`src/rtl/accum_tile_controller.sv`:
```
// accum_tile_controller: sequences one output tile through the ROWS x COLS
// accumulator bank. It clears the bank, accumulates num_tiles partial-sum
// tiles, waits one settle cycle, then drains the bank one row per beat.
// Optional build macro: ACC_CTRL_PERF_EN adds the stall_cycles counter port.
//
// state  | meaning
// IDLE   | waiting for start
// CLEAR  | one-cycle bank clear
// ACCUM  | accept partial-sum tiles, one enable per handshake
// SETTLE | last bank update registers; overflow flag sampled
// DRAIN  | stream bank rows out over valid/ready
// DONE   | one-cycle completion pulse
module accum_tile_controller #(
    parameter  int ROWS       = 4,
    parameter  int COLS       = 4,
    parameter  int ACC_WIDTH  = 32,
    parameter  int TILE_CNT_W = 16,
    localparam int ROW_W      = (ROWS > 1) ? $clog2(ROWS) : 1
) (
    input  logic                            clk,
    input  logic                            reset,
    input  logic                            start,
    input  logic [TILE_CNT_W-1:0]           num_tiles,
    input  logic                            abort,
    output logic                            busy,
    output logic                            done,
    input  logic                            psum_valid,
    output logic                            psum_ready,
    output logic                            acc_clear,
    output logic                            acc_enable,
    input  logic                            acc_overflow,
    input  logic [ROWS*COLS*ACC_WIDTH-1:0]  acc_sums,
    output logic                            out_valid,
    input  logic                            out_ready,
    output logic [COLS*ACC_WIDTH-1:0]       out_row,
    output logic [ROW_W-1:0]                out_row_idx,
    output logic                            overflow_status
`ifdef ACC_CTRL_PERF_EN
    ,
    output logic [31:0]                     stall_cycles
`endif
);

    typedef enum logic [2:0] {
        IDLE   = 3'd0,
        CLEAR  = 3'd1,
        ACCUM  = 3'd2,
        SETTLE = 3'd3,
        DRAIN  = 3'd4,
        DONE   = 3'd5
    } state_t;

    state_t                state;
    state_t                state_n;
    logic [TILE_CNT_W-1:0] tile_cnt;
    logic [TILE_CNT_W-1:0] num_lat;
    logic [ROW_W-1:0]      row;
    logic                  start_ok;
    logic                  last_tile;
    logic                  last_row;

    assign start_ok  = (state == IDLE) && start;
    assign last_tile = (tile_cnt == num_lat - TILE_CNT_W'(1));
    assign last_row  = (row == ROW_W'(ROWS - 1));

    // State register
    always_ff @(posedge clk) begin
        if (reset) state <= IDLE;
        else       state <= state_n;
    end

    // Next-state and control outputs; abort overrides everything outside IDLE
    always_comb begin
        state_n    = state;
        busy       = (state != IDLE);
        done       = 1'b0;
        psum_ready = 1'b0;
        acc_clear  = 1'b0;
        out_valid  = 1'b0;
        if ((state != IDLE) && abort) begin
            state_n   = IDLE;
            acc_clear = 1'b1;
        end else begin
            case (state)
                IDLE:   if (start) state_n = (num_tiles == '0) ? DONE : CLEAR;
                CLEAR: begin
                    acc_clear = 1'b1;
                    state_n   = ACCUM;
                end
                ACCUM: begin
                    psum_ready = 1'b1;
                    if (psum_valid && last_tile) state_n = SETTLE;
                end
                SETTLE: state_n = DRAIN;
                DRAIN: begin
                    out_valid = 1'b1;
                    if (out_ready && last_row) state_n = DONE;
                end
                DONE: begin
                    done    = 1'b1;
                    state_n = IDLE;
                end
                default: state_n = IDLE;
            endcase
        end
    end

    assign acc_enable  = psum_valid & psum_ready;
    assign out_row_idx = row;
    assign out_row     = (state == DRAIN) ?
                         acc_sums[int'(row) * COLS * ACC_WIDTH +: COLS * ACC_WIDTH] : '0;

    // Job bookkeeping: latched length, tile/row counters, overflow status
    always_ff @(posedge clk) begin
        if (reset) begin
            tile_cnt        <= '0;
            num_lat         <= '0;
            row             <= '0;
            overflow_status <= 1'b0;
        end else begin
            if (start_ok) begin
                num_lat         <= num_tiles;
                tile_cnt        <= '0;
                overflow_status <= 1'b0;
            end else if (acc_enable) begin
                tile_cnt <= tile_cnt + TILE_CNT_W'(1);
            end
            if (state == SETTLE && !abort) overflow_status <= acc_overflow;
            if (busy && abort)              row <= '0;
            else if (state == SETTLE)       row <= '0;
            else if (out_valid && out_ready) row <= last_row ? '0 : row + ROW_W'(1);
        end
    end

`ifdef ACC_CTRL_PERF_EN
    // Saturating count of input-starved ACCUM and back-pressured DRAIN cycles
    always_ff @(posedge clk) begin
        if (reset)
            stall_cycles <= '0;
        else if (start_ok)
            stall_cycles <= '0;
        else if (((state == ACCUM && !psum_valid) || (state == DRAIN && !out_ready))
                 && (stall_cycles != '1))
            stall_cycles <= stall_cycles + 32'd1;
    end
`endif

endmodule

```
`config.mk`:
```
export PLATFORM = sky130hd
export DESIGN_NAME = accum_tile_controller
export DESIGN_NICKNAME = d
export VERILOG_FILES = /design/src/rtl/accum_tile_controller.sv
export SDC_FILE = /design/constraint.sdc
export NUM_CORES = 1
export LEC_CHECK = 0
export ABC_AREA = 1
export CAP_MARGIN = 5
export CORE_AREA = 2 2 258 260
export DETAILED_ROUTE_END_ITERATION = 8
export DIE_AREA = 0 0 260 262
export REMOVE_ABC_BUFFERS = 1
export SLEW_MARGIN = 20
export SYNTH_ARGS = -nofsm -noshare
export SYNTH_HDL_FRONTEND = slang
export SYNTH_SLANG_ARGS = --single-unit
```
`constraint.sdc`:
```
create_clock -name clk -period 4.1 [get_ports clk]
set_input_delay 0.615 -clock clk [delete_from_list [all_inputs] [get_ports clk]]
set_output_delay 0.615 -clock clk [all_outputs]
set_load 0.01 [all_outputs]
```
Yosys cells after proc, flatten, opt, wreduce, memory -nomap -nowiden
Cells that the tools add are included.
Widths: inputs -> output; s select.

word-level totals
  register bits = 38
  input port bits = 535
  output and inout bits = 137
  word-level logic and storage cells = 52

operators by class
  $add $sub $neg = 3
  equality and inequality tests = 10
  shifts and indexed selects = 1
  multiplexer cells = 17
  bitwise gates (word level) = 1
  reduce and logical (&&, ||, !) cells = 15

operators with widths
  cell                   number
  $shiftx 512x10->128    1
  $mux 128               1
  $add 16x1->16 const B  1
  $eq 16x16->1           1
  $logic_not 16->1       1
  $sub 16x1->16 const B  1
  $pmux 3 s5             1
  $mux 3                 4
  $mux 1                 10
  $eq 3x2->1 const B     2
  $eq 3x3->1 const B     2
  $logic_and 1x1->1      6
  $ne 2x2->1 const B     3
  $reduce_or 2->1        2
  $eq 3x1->1 const B     1
  $logic_not 3->1        1
  $reduce_and 3->1       1
  $reduce_bool 3->1      1
  $reduce_or 3->1        1
  $add 2x1->2 const B    1
  $eq 2x2->1 const B     1
  $mux 2                 1
  $reduce_bool 2->1      1
  $and 1x1->1            1
  $logic_not 1->1        1

Depth between registers and ports, before layout
Gate-level depths: netlist of run 1.

  depth after elaboration = 5
  depth in mapped cells = 15
  gate-level depth less buffers = 15

Least setup slack after synthesis of run 1
OpenSTA, ideal clock, no wires.

  kind = reg-to-output
  start = reg row[0], in the netlist out_row_idx[0]
  end = out out_row[117]
  arrival time = 1592 ps
  setup slack = 1893 ps
  cell stages (with the launch flop) = 8
  path buffers = 3
  cells stage by stage = dfxtp_1 clkbuf_1 clkbuf_1 clkbuf_1 nor2_1 nor2_1 o21ai_0 a21oi_1

on the way
  cells in the longest elaborated chain, start to end = 2

RTL lines
  element                   line  RTL
  start: declaration        57    logic [ROW_W-1:0] row;
  start signal: assignment  131   else if (out_valid && out_ready) row <= last_row ? '0 : row + ROW_W'(1);
  $shiftx 512x10->128       111   acc_sums[int'(row) * COLS * ACC_WIDTH +: COLS * ACC_WIDTH] : '0;
  $mux 128                  110   assign out_row = (state == DRAIN) ?
  end: declaration          35    output logic [COLS*ACC_WIDTH-1:0] out_row,

No other way between the ends.

Worst setup path after layout of run 1
  start = reg row[0], in the netlist out_row_idx[0]
  end = out out_row[16]

The elaborated chain is that of the path after synthesis.

==> results.md, run 1 <==
- Worst Hold Class: reg -> reg
- Iteration-0 DRC Markers: 581
- CP Class: reg -> out
- Yosys warning count: 0
- PortBufs: 671
- Asr flop ratio synth: 0%
- Die span in x: 260 µm
- Setup-failing EPs final: 0
- CP startpoint kind: register
- Synth Cell Area: 0.00655 mm²
- Area Overhead vs Synth: 120%
- Worst Path Arrival: 2.93 ns
- Fin. max-slew vios: 0
- Final Util: 22.0%
- Slew headroom: 29.8%
- Outcome: finished, final reports clean
- Final GP Congestion: 0.905
- Hpwl dp: 56.4 mm
- First-pass GRT wire length: 84.0 mm
- CP max FO: 149
- RSZ-0062 raised after global routing: false
- CTS resizes: 0
- Std cell rows: 94
- Synth cell types: 30
- Fin cells: 2833
- Post-DP Area: 0.0142 mm²
- DR pass1 iterations: 5
- Clock tree buffer depth: 2
- Routed WL per cell: 23.1 µm
- Inst Count DP: 2813
- CP Data Required Time: 3.48 ns
- P per Cell Area: 159 mW/mm²
- Post-route setup slack: 0.551 ns
- Fin. Hold Viols: 0
- Final nets: 2494
- Most used DFF post-synth: dfxtp_1
- CTS tree: done
- Share of cells above drive strength 1: 2.96%
- Slew @ Worst Pin: 1.04 ns
- Height of the die: 262 µm
- Post-CTS Setup Inserts: 0
- Largest net degree at the start of global routing: 150
- Congestion Overflow GR: 0
- Max Clock Freq: 282 MHz
- Hold Buf Count CTS: 0
- Pleak: 5.33 nW
- Seq/Total Area, Yosys: 11.6%
- Sink Count: 38
- Total CTS buffers: 5
- Peak VDD IR: 0.000152 V
- Final instance area: 0.0144 mm²
- Clock Root Buffer: clkbuf_16
- Number of synthesized register bits: 38
- Post-synth EDFFs: 0
- Drt total wl: 65.5 mm
- CP Capture Type: primary output
- Vias in the first global route: 10600
- Area of the die: 0.0681 mm²
- Antenna viol nets, final: 0
- DRC viols: 0
- Initial antenna violation count: 31
- Core area: 0.0653 mm²
- Total Power: 2.28 mW
- Vias per inst: 4.00
- Clock Skews: 0.00320 ns
- Min Tclk post-route: 3.55 ns
- Layout fillers: 7573
- Clk_lat worst skew: 0.28 ns
- Pre-CTS WS: 0.785 ns
- Syn Area/Cell: 4.82 µm²
- Max Cap Viol: 0
- GR Util All Layers: 18.1%
- CTS H-tree lvls: 2
- Clk slew on worst S/H paths: 0.06 ns
- IO Pins: 672
- Post-Synthesis Cells: 1360
- Vias post-DR: 11300
- Fin crit share: 86.6%
- Starting Density: 10.0%
-- critical path, stage by stage, from the launching register on --
cell and delay, ns:
dfxtp_4 0.41, inv_8 0.15, buf_12 0.34, o21ai_0 0.85, a21oi_1 0.14, clkdlybuf4s50_1 0.53
-- cell type report --
type                       instances  area (µm²)  share of cell area (%)
sequential                        38         768                    5.34
antenna                           12        30.0                   0.209
timing repair buffer             694        6950                    48.3
multi-input combinational       1162        5180                    36.0
inverter                          55         224                    1.56
clock buffer                       7         143                   0.991
tap                              864        1080                    7.51
clock inverter                     1        5.00                  0.0348
-- synthesized netlist by cell type (2+ instances only) --
library cell    n  area share [%]
nor2_1        558              32
o21ai_0       271              21
a21oi_1       157              12
clkbuf_1       93             5.3
nand2_1        86             4.9
inv_1          53             3.0
dfxtp_1        38              12
nand3_1        24             1.8
xor2_1         13             1.7
nand4_1         8            0.76
buf_1           7            0.40
o21ai_1         7            0.53
nor4_1          6            0.57
buf_2           5            0.38
nor3_1          5            0.38
nand3b_1        4            0.46
nor2_2          4            0.38
ha_1            3            0.57
xnor2_1         3            0.40
a211oi_1        2            0.23
inv_2           2            0.11
nand2_2         2            0.19
nand3_2         2            0.31
-- report_power, final --
| group | total [mW] | internal (mW) | switching [mW] |
|---|---|---|---|
| sequential | 0.460 | 0.413 | 0.0473 |
| clock | 0.392 | 0.241 | 0.151 |
| combinational | 1.43 | 0.758 | 0.673 |
| total | 2.28 | 1.41 | 0.871 |
-- stage by stage --
| stage | hold slack, ns | TNS, ns |
|---|---|---|
| after floorplan | 0.447 | -894.46 |
| after global placement | 0.467 | 0 |
| after detailed placement | 0.474 | 0 |
| after CTS | 0.482 | 0 |
| after global routing | 0.503 | 0 |
| final | 0.481 | 0 |
-- metal layers --
| metal | share of wire (%) | routed length (µm) | global-route usage, % |
|---|---|---|---|
| met5 | 0.12 | 78 | 0 |
| met4 | 1.1 | 749 | 2.62 |
| met3 | 13 | 8580 | 9.06 |
| met2 | 43 | 27900 | 28.2 |
| met1 | 43 | 28200 | 22.7 |
-- sequential cells by signal, indices dropped and copies added (netlist names) --
signal,flops
num_lat,16
tile_cnt,16
state,3
out_row_idx,2
overflow_status,1
-- final timing paths --
check,from,endpoint,slack [ns],cells after the start
max reg2reg,num_lat[0],state[0],1.94,12
min,num_lat[14],num_lat[14],0.48,2
max,out_row_idx[0],out_row[16],0.55,5
min reg2reg,num_lat[14],num_lat[14],0.48,2
-- placed cells by master, fill, tap and decap left out, drive strengths merged --
master,netlist,layout
clkdlybuf4s50,0,662
nor2,563,563
nand4,8,8
xnor2,3,3
o21ai,278,278
o31ai,1,1
clkinv,0,1
buf,12,32
dfxtp,38,38
nand3b,4,4
nand3,27,27
a21oi,157,157
nor4,6,6
ha,3,3
o21a,1,1
clkbuf,93,7
a211oi,2,2
nor3,7,7
o211ai,1,1
inv,55,55
nand2,88,88
xor2,13,13
diode,0,12
-- kinds of logic after synthesis --
logic type	count (synthesis)	synth area share [%]
simple gates	703	42.6
compound gates	440	33.8
buf+inv	160	9.26
flops	38	11.6
xor+xnor	16	2.14
fa+ha+maj	3	0.573
(Power assumes the default switching activity.)
==> inputs of run 2 (changes only) <==
--- a/config.mk
+++ b/config.mk
@@ -7,9 +7,9 @@
 export LEC_CHECK = 0
 export ABC_AREA = 1
 export CAP_MARGIN = 5
-export CORE_AREA = 2 2 258 260
+export CORE_AREA = 2 2 263 265
 export DETAILED_ROUTE_END_ITERATION = 8
-export DIE_AREA = 0 0 260 262
+export DIE_AREA = 0 0 265 267
 export REMOVE_ABC_BUFFERS = 1
 export SLEW_MARGIN = 20
 export SYNTH_ARGS = -nofsm -noshare
==> constraint.sdc (replaced) <==
create_clock -name clk -period 3.9 [get_ports clk]
set_input_delay 0.585 -clock clk [delete_from_list [all_inputs] [get_ports clk]]
set_output_delay 0.585 -clock clk [all_outputs]
set_load 0.01 [all_outputs]
==> results.md, run 2 (synthesis gave the netlist of run 1 again) <==
- Outcome: finished, final reports clean
- CP max FO: 57 (-62%)
- Area of the die: 0.0708 mm² (+3.9%)
- Clock Root Buffer: clkbuf_16
- Most common cell after layout, fill and taps aside: clkdlybuf4s50_1
- Clk_lat worst skew: 0.29 ns (about the same)
- Vias per inst: 4.00 (about the same)
- Clock Skews: 0.00508 ns (+0.00188 ns)
- Area Overhead vs Synth: 125%
- Peak VDD IR: 0.000132 V (-13%)
- CP startpoint kind: register
- Initial antenna violation count: 24 (-23%)
- GR Util All Layers: 17.2% (-0.88 points)
- Min Tclk post-route: 3.41 ns
- Share of cells above drive strength 1: 5.07% (+2.1 points)
- CP Capture Type: primary output
- Layout fillers: 7767 (+2.6%)
- DRC viols: 0 (unchanged)
- Max Clock Freq: 294 MHz
- Fin crit share: 87.3%
- CTS resizes: 0 (unchanged)
- Drt total wl: 64.0 mm (-2.2%)
- Die span in x: 265 µm (+1.9%)
- First-pass GRT wire length: 84.4 mm (+0.45%)
- Sink Count: 38 (unchanged)
- Std cell rows: 96 (+2.1%)
- CTS H-tree lvls: 2 (unchanged)
- Antenna viol nets, final: 0 (unchanged)
- Pleak: 5.52 nW (+3.5%)
- CTS tree: done
- Slew headroom: 42.6% (+13 points)
- Fin. Hold Viols: 0 (unchanged)
- Height of the die: 267 µm (+1.9%)
- DR pass1 iterations: 5 (unchanged)
- Final nets: 2510 (+0.64%)
- P per Cell Area: 169 mW/mm² (+6.3%)
- CP max-delay cell: clkdlybuf4s50_1
- Fin. max-slew vios: 0 (unchanged)
- Final GP Congestion: 0.904 (-0.11%)
- CP Class: reg -> out
- Hold Buf Count CTS: 0 (unchanged)
- Largest net degree at the start of global routing: 115 (-23%)
- Largest regs: num_lat x16, tile_cnt x16, state x3
- Routed WL per cell: 22.4 µm (-3.1%)
- Starting Density: 9.64% (-0.40 points)
- CP cell instances: inv_6 > buf_4 > o21ai_0 > a21oi_1 > clkdlybuf4s50_1
- Congestion Overflow GR: 0 (unchanged)
- Hpwl dp: 55.7 mm (-1.3%)
- Clk slew on worst S/H paths: 0.06 ns (about the same)
- Post-CTS Setup Inserts: 0 (unchanged)
- Total Power: 2.49 mW (+9.0%)
- Clock tree buffer depth: 2 (unchanged)
- RSZ-0062 raised after global routing: false
- Worst Hold Class: reg -> reg
- CP Data Required Time: 3.31 ns (-0.17 ns)
- Worst Path Arrival: 2.82 ns (-0.11 ns)
- IO Pins: 672 (unchanged)
- PortBufs: 671 (unchanged)
- Most frequent cells in the layout: clkdlybuf4s50_1, nor2_1, o21ai_0
- Min Hold Slack: 0.487 ns (+0.00535 ns)
- Vias in the first global route: 10800 (+1.8%)
- Crit-path max cell delay: 0.84 ns (about the same)
- Slew @ Worst Pin: 0.855 ns (-0.186 ns)
- Iteration-0 DRC Markers: 598 (+2.9%)
- Core area: 0.0680 mm² (+4.2%)
- Setup-failing EPs final: 0 (unchanged)
- Vias post-DR: 11400 (+0.97%)
- Max Cap Viol: 0 (unchanged)
- Total CTS buffers: 5 (unchanged)
- CP bufs+invs: 3 (unchanged)
- Critical path's top delay family: buffers and inverters
-- run 2: cell count changes in the layout (fill, tap and decap cells not counted), sizes merged --
cell	delta
bufinv	+1
diode	-6
clkinv	+1
clkbuf	-2
clkdlybuf4s50	-25
buf	+41
-- run 2: where the power goes --
part / leakage [nW] / total [mW] / internal (mW) / switching (mW)
logic: 5.12 / 1.53 / 0.813 / 0.718
registers: 0.311 / 0.482 / 0.434 / 0.0480
clock network: 0.0836 / 0.474 / 0.300 / 0.174
-- run 2: worst min-delay path: cells and delay by family, from the launching register on --
kind | cells | cell delay, ns
compound gates | 1 | 0.05
flops | 1 | 0.32
simple gates | 1 | 0.07
-- run 2: layout make-up --
class	instances	area, µm²	area share (%)
antenna	6	15.0	0.102
clock buffer	5	125	0.848
clock inverter	3	40.0	0.271
inverter	55	216	1.47
multi-input combinational	1162	5180	35.1
sequential	38	768	5.21
tap	882	1100	7.48
timing repair buffer	710	7300	49.5
-- run 2: routing by layer --
metal	up-vias	wire (µm)	global-route usage, %
met5	-	91	0
met4	14	819	2.38
met3	42	7790	8.04
met2	544	28100	27.8
met1	5154	27300	21.2
li1	5679	-	-
-- run 2: worst paths after layout --
| path | from | end | slack (ns) | cells after the start |
|---|---|---|---|---|
| setup / recovery | out_row_idx[0] | out_row[11] | 0.49 | 5 |
| hold / removal | num_lat[15] | num_lat[15] | 0.49 | 2 |
| setup reg to reg | num_lat[0] | state[2] | 1.76 | 12 |
| hold reg to reg | num_lat[15] | num_lat[15] | 0.49 | 2 |
-- run 2: metrics by stage --
step                util [%]  cell area, µm²  setup WS [ns]  std cells  TNS (ns)
floorplan                  -            6150          -7.10       1255   -917.19
global placement        21.4           14600          0.326       2847         0
detailed placement      21.4           14600          0.371       2847         0
CTS                     21.7           14700          0.363       2855         0
global route            21.7           14700          0.326       2859         0
finish                  21.7           14800          0.495       2861         0
==> RTL change 1: new RTL, config.mk and constraints of run 1 <==
The parameter `ACC_WIDTH` goes from 32 to 28.
--- a/src/rtl/accum_tile_controller.sv
+++ b/src/rtl/accum_tile_controller.sv
@@ -15,3 +15,3 @@
     parameter  int COLS       = 4,
-    parameter  int ACC_WIDTH  = 32,
+    parameter  int ACC_WIDTH  = 28,
     parameter  int TILE_CNT_W = 16,
Interface: changed (resized acc_sums and out_row); port bits go from 672 to 592. The function was not compared with the original's and may differ.
==> RTL change 1 against run 1 <==
  * Area after synthesis shrank 8.2%
  * Sequential power grew 6.5%
  * Worst setup slack improved by 230 ps
  * Die area stayed put
  * Combinational power rose by 84%
  * Total power rose by 55%
  * Global-route usage down 5.0 points
  * Cell area is 8.9% lower
  * Wire length is 27% lower
  * Sequential cell count did not move
  * Sequential share of layout area rose by 0.52 points
  * Critical endpoint is now out_row[49]
  * Largest cell class unchanged
==> RTL change 1: results (changes against run 1) <==
----------------------------------------------------
[Yosys]
  Post-synthesis sequential area ratio ... 0.1264 (+0.01031)
  Area share of fa/ha/maj cells after synthesis ... 0.006237 (+0.0005085)
  Average instance area after synthesis ... 4.905 um2 (+1.8%)
  Largest cells by area after synthesis ... nor2_1 (30%), o21ai_0 (20%), dfxtp_1 (13%)
  Most numerous cell types in the synthesized netlist ... nor2_1 (488), o21ai_0 (243), a21oi_1 (142)
  Number of distinct library cells after synthesis ... 33 (+10%)

[Pwr]
  Internal Power ... 1.906 mW (+35%)
  Part of the total power dissipated in the clock network ... 0.120 (-0.052)
  Combinational-cell power consumption ... 2.63 mW (+84%)
  IR Drop Worst-Case VDD ... 0.1831 mV (+21%)

[Drt]
  Iteration-0 DRC Markers ... 755 (+30%)
  Routed length per placed instance ... 18.15 um (-21%)
  Wire length on met1 ... 20.54 mm (-27%)
  Final Routed Wirelength ... 47.76 mm (-27%)
  Met2 routed wirelength ... 21.20 mm (-24%)
  Number of vias per cell after detailed routing ... 3.858 (-3.5%)

[Global routing]
  Wire length of the first global-routing pass ... 65.51 mm (-22%)
  Initial antenna violation count ... 14 (-55%)
  Pin count of the biggest net entering global routing ... 80 (-47%)
  GR Layer Usage met3 ... 0.04581 (-0.04475)

[Worst setup path]
  Data arrival time of the worst path ... 2710 ps (-220 ps)
  Largest fanout on the critical path ... 79 (-47%)
  Slack of the worst reg-to-reg path ... 1990 ps (+50 ps)
  Crit path largest cell delay ... 700 ps (-150 ps)
  Reg-to-reg critical path endpoint ... state[2]$_SDFFE_PP0P_
  Worst Setup EP ... out_row[49]

[Run status]
  Result of the run ... completed

[Placed design]
  Placed instance area ... 12920 um2 (-9.1%)
  Placed cell count ... 2616 (-7.0%)
  Number of buffer cells added on primary ports ... 591 (-12%)

[Worst hold path]
  Hold path start ... num_lat[1]$_SDFFE_PP0P_

[STA]
  Slew @ Worst Pin ... 868.3 ps (-173.3 ps)
  Final Skew ... 3.837 ps (+0.6392 ps)

----------------------------------------------------
==> RTL change 1: cell count changes in the layout (fill, tap and decap cells not counted), moves of 4 or more <==
cell | before | now
nor2_2 | 4 | 0
o21ai_1 | 8 | 0
o21ai_0 | 270 | 243
nor3_1 | 5 | 9
nand3_1 | 24 | 36
xor2_1 | 13 | 9
inv_1 | 50 | 41
diode_2 | 12 | 8
clkdlybuf4s50_1 | 662 | 590
nand4_1 | 8 | 2
nor2_1 | 558 | 488
a21oi_1 | 157 | 142
==> RTL change 1: cell type report <==
class / instances / area (um2)
diodes: 8 / 20.02
multi-input cells: 1049 / 4725
inverters: 48 / 190.2
well taps: 864 / 1081
clock buffers: 7 / 163.9
repair buffers: 617 / 6158
fillers: 7541 / 52170
flip-flops and latches: 38 / 768.2
==> RTL change 1: stage by stage <==
step	hold slack, ps	total power, mW
after floorplan	446.6	1.650
after global placement	469.7	3.150
after detailed placement	478.2	3.141
after CTS	485.4	3.588
after global routing	512.0	3.846
final	487.9	3.548
==> RTL change 2: new RTL, settings of run 1 <==
Without the edit above. Register the output `overflow_status` once more, cleared by the reset; this adds one clock of latency there. The other outputs are not delayed to match.
--- a/src/rtl/accum_tile_controller.sv
+++ b/src/rtl/accum_tile_controller.sv
@@ -51,2 +51,4 @@
     } state_t;
+
+    logic overflow_status_s0;
 
@@ -118,3 +120,3 @@
             row             <= '0;
-            overflow_status <= 1'b0;
+            overflow_status_s0 <= 1'b0;
         end else begin
@@ -123,3 +125,3 @@
                 tile_cnt        <= '0;
-                overflow_status <= 1'b0;
+                overflow_status_s0 <= 1'b0;
             end else if (acc_enable) begin
@@ -127,3 +129,3 @@
             end
-            if (state == SETTLE && !abort) overflow_status <= acc_overflow;
+            if (state == SETTLE && !abort) overflow_status_s0 <= acc_overflow;
             if (busy && abort)              row <= '0;
@@ -147,2 +149,10 @@
 
+    always_ff @(posedge clk) begin
+        if (reset) begin
+            overflow_status <= '0;
+        end else begin
+            overflow_status <= overflow_status_s0;
+        end
+    end
+
 endmodule
Formal check against the unedited RTL: same outputs for any inputs over 4 cycles, from zero or initial values and one cycle with reset high; that may be too few to reach the edited logic, so the function may still have changed.
==> RTL change 2 against run 1 <==
  * Wire length decreased by 4.1%
  * Worst setup slack got worse by 180 ps
  * Critical path depth increased by 1
  * Area after synthesis increased by 0.67%
  * Sequential cell count increased by 1
  * Cell area increased by 0.32%
  * First-iteration DRC count increased by 31%
  * Critical endpoint is now out_row[127]
Power is not compared: it rests on default switching activity, and its combinational part moved more than twofold at a synthesized area within 25%.
==> RTL change 2: results (changes against run 1) <==
----------------------------------------------------
[STA]
  Final Skew ... 8.631 ps (+5.434 ps)
  Slew @ Worst Pin ... 826.8 ps (-214.8 ps)
  Post-route worst hold slack ... 476.7 ps (-4.745 ps)

[Worst setup path]
  Worst setup EP type ... output pin
  Slack of the worst reg-to-reg path ... 1910 ps (-30 ps)
  Cell depth of the worst flop-to-flop path ... 7 (-5)
  Crit path largest cell delay ... 690 ps (-160 ps)
  Data arrival time of the worst path ... 3120 ps (+190 ps)
  Critical-path top delay cell ... clkdlybuf4s50_1
  Largest fanout on the critical path ... 41 (-72%)

[Global routing]
  Met1 demand-to-capacity share in global routing ... 0.2208 (-0.005983)
  GR Layer Usage met3 ... 0.08372 (-0.006848)
  Via count of the first global-routing pass ... 10890 (+2.4%)
  Fraction of met2 tracks used by global routing ... 0.2680 (-0.01404)
  Wire length of the first global-routing pass ... 82.25 mm (-2.1%)
  Global-route total usage across every layer ... 0.1728 (-0.007844)
  Initial antenna violation count ... 15 (-52%)
  Pin count of the biggest net entering global routing ... 116 (-23%)

[Yosys]
  Number of distinct library cells after synthesis ... 34 (+13%)
  Post-synthesis sequential area ratio ... 0.1184 (+0.002264)
  Most numerous cell types in the synthesized netlist ... nor2_1 (558), o21ai_0 (268), a21oi_1 (155)
  Largest cells by area after synthesis ... nor2_1 (32%), o21ai_0 (20%), dfxtp_1 (12%)
  Async SR Flop Fraction ... 0 (unchanged)

[Placed design]
  Number of buffer cells added on primary ports ... 671 (unchanged)
  Routability cong. ... 1.003 (+11%)
  Detailed placement HPWL ... 54.45 mm (-3.5%)

[Worst hold path]
  Worst hold path cell count ... 2 (unchanged)

[Clocking]
  H-tree depth reported by CTS ... 2 (unchanged)
  Clock input transition at the sequential cells of the worst setup and hold paths ... 60 ps (about the same)
  Master cell of the clock root buffer ... clkbuf_16
  Post-cts repair resize count ... 0 (unchanged)
  Max clock buf depth ... 2 (unchanged)

[Drt]
  Routed length per placed instance ... 22.22 um (-3.8%)
  Met2 routed wirelength ... 26.24 mm (-5.8%)
  Iteration-0 DRC Markers ... 764 (+31%)
  Drt first pass iters ... 6 (+1)
  Met3 WL post-DR ... 8.863 mm (+3.3%)
  Number of vias per cell after detailed routing ... 4.061 (+1.6%)
  Wire length on met1 ... 26.79 mm (-5.0%)

[Cells and area]
  Net count of the finished layout ... 2498 (+0.16%)
  Layout cells sized above 1 ... 0.03927 (+0.009628)
  Regs by FF count ... num_lat x16, tile_cnt x16, state x3

[Run status]
  Result of the run ... completed

[Pwr]
  Switch share ... 0.4939

----------------------------------------------------
## RTL change 2: path summary, 6_finish.rpt
check | startpoint | to
worst min register to register | num_lat[15]$_SDFFE_PP0P_ | num_lat[15]$_SDFFE_PP0P_
worst max register to register | state[1]$_SDFFE_PP0P_ | tile_cnt[14]$_SDFFE_PP0P_
worst min-delay path | num_lat[15]$_SDFFE_PP0P_ | num_lat[15]$_SDFFE_PP0P_
worst max-delay path | out_row_idx[0]$_SDFFE_PP0P_ | out_row[127]
## RTL change 2: cells by family after synthesis
group / Yosys count / synth area share
adder cells (fa/ha/maj): 3 / 0.005691
flip-flops: 39 / 0.1184
buffers and inverters: 161 / 0.09275
AND/OR/NAND/NOR: 705 / 0.4262
AO/OA/AOI/OAI: 437 / 0.3344
XOR/XNOR: 17 / 0.02257
## RTL change 2: power groups by stage
stage	registers, mW	clock network, mW	logic [mW]
3_3_place_gp	0.509	0	3.14
6_report	0.503	0.419	3.10
2_1_floorplan	0.542	0	1.20
3_5_place_dp	0.511	0	3.14
4_1_cts	0.503	0.425	3.15
5_1_grt	0.510	0.440	3.40
## RTL change 2: area by class of cell
type | count | area, um2
antenna | 1 | 2.502
clock buffer | 8 | 156.4
fill | 7545 | 50840
inverter | 54 | 217.7
multi-input combinational | 1162 | 5204
sequential | 39 | 788.3
tap | 864 | 1081
timing repair buffer | 698 | 6987
## RTL change 2: stage by stage
stage | instances | worst slack (ps) | cell area (um2) | utilization
global placement | 2817 | 692.0 | 14280 | 0.2187
floorplan | 1255 | -6938 | 6192 | -
CTS | 2825 | 345.1 | 14430 | 0.2211
finish | 2826 | 368.2 | 14440 | 0.2212
global route | 2825 | 258.7 | 14430 | 0.2211
detailed placement | 2817 | 655.6 | 14280 | 0.2187
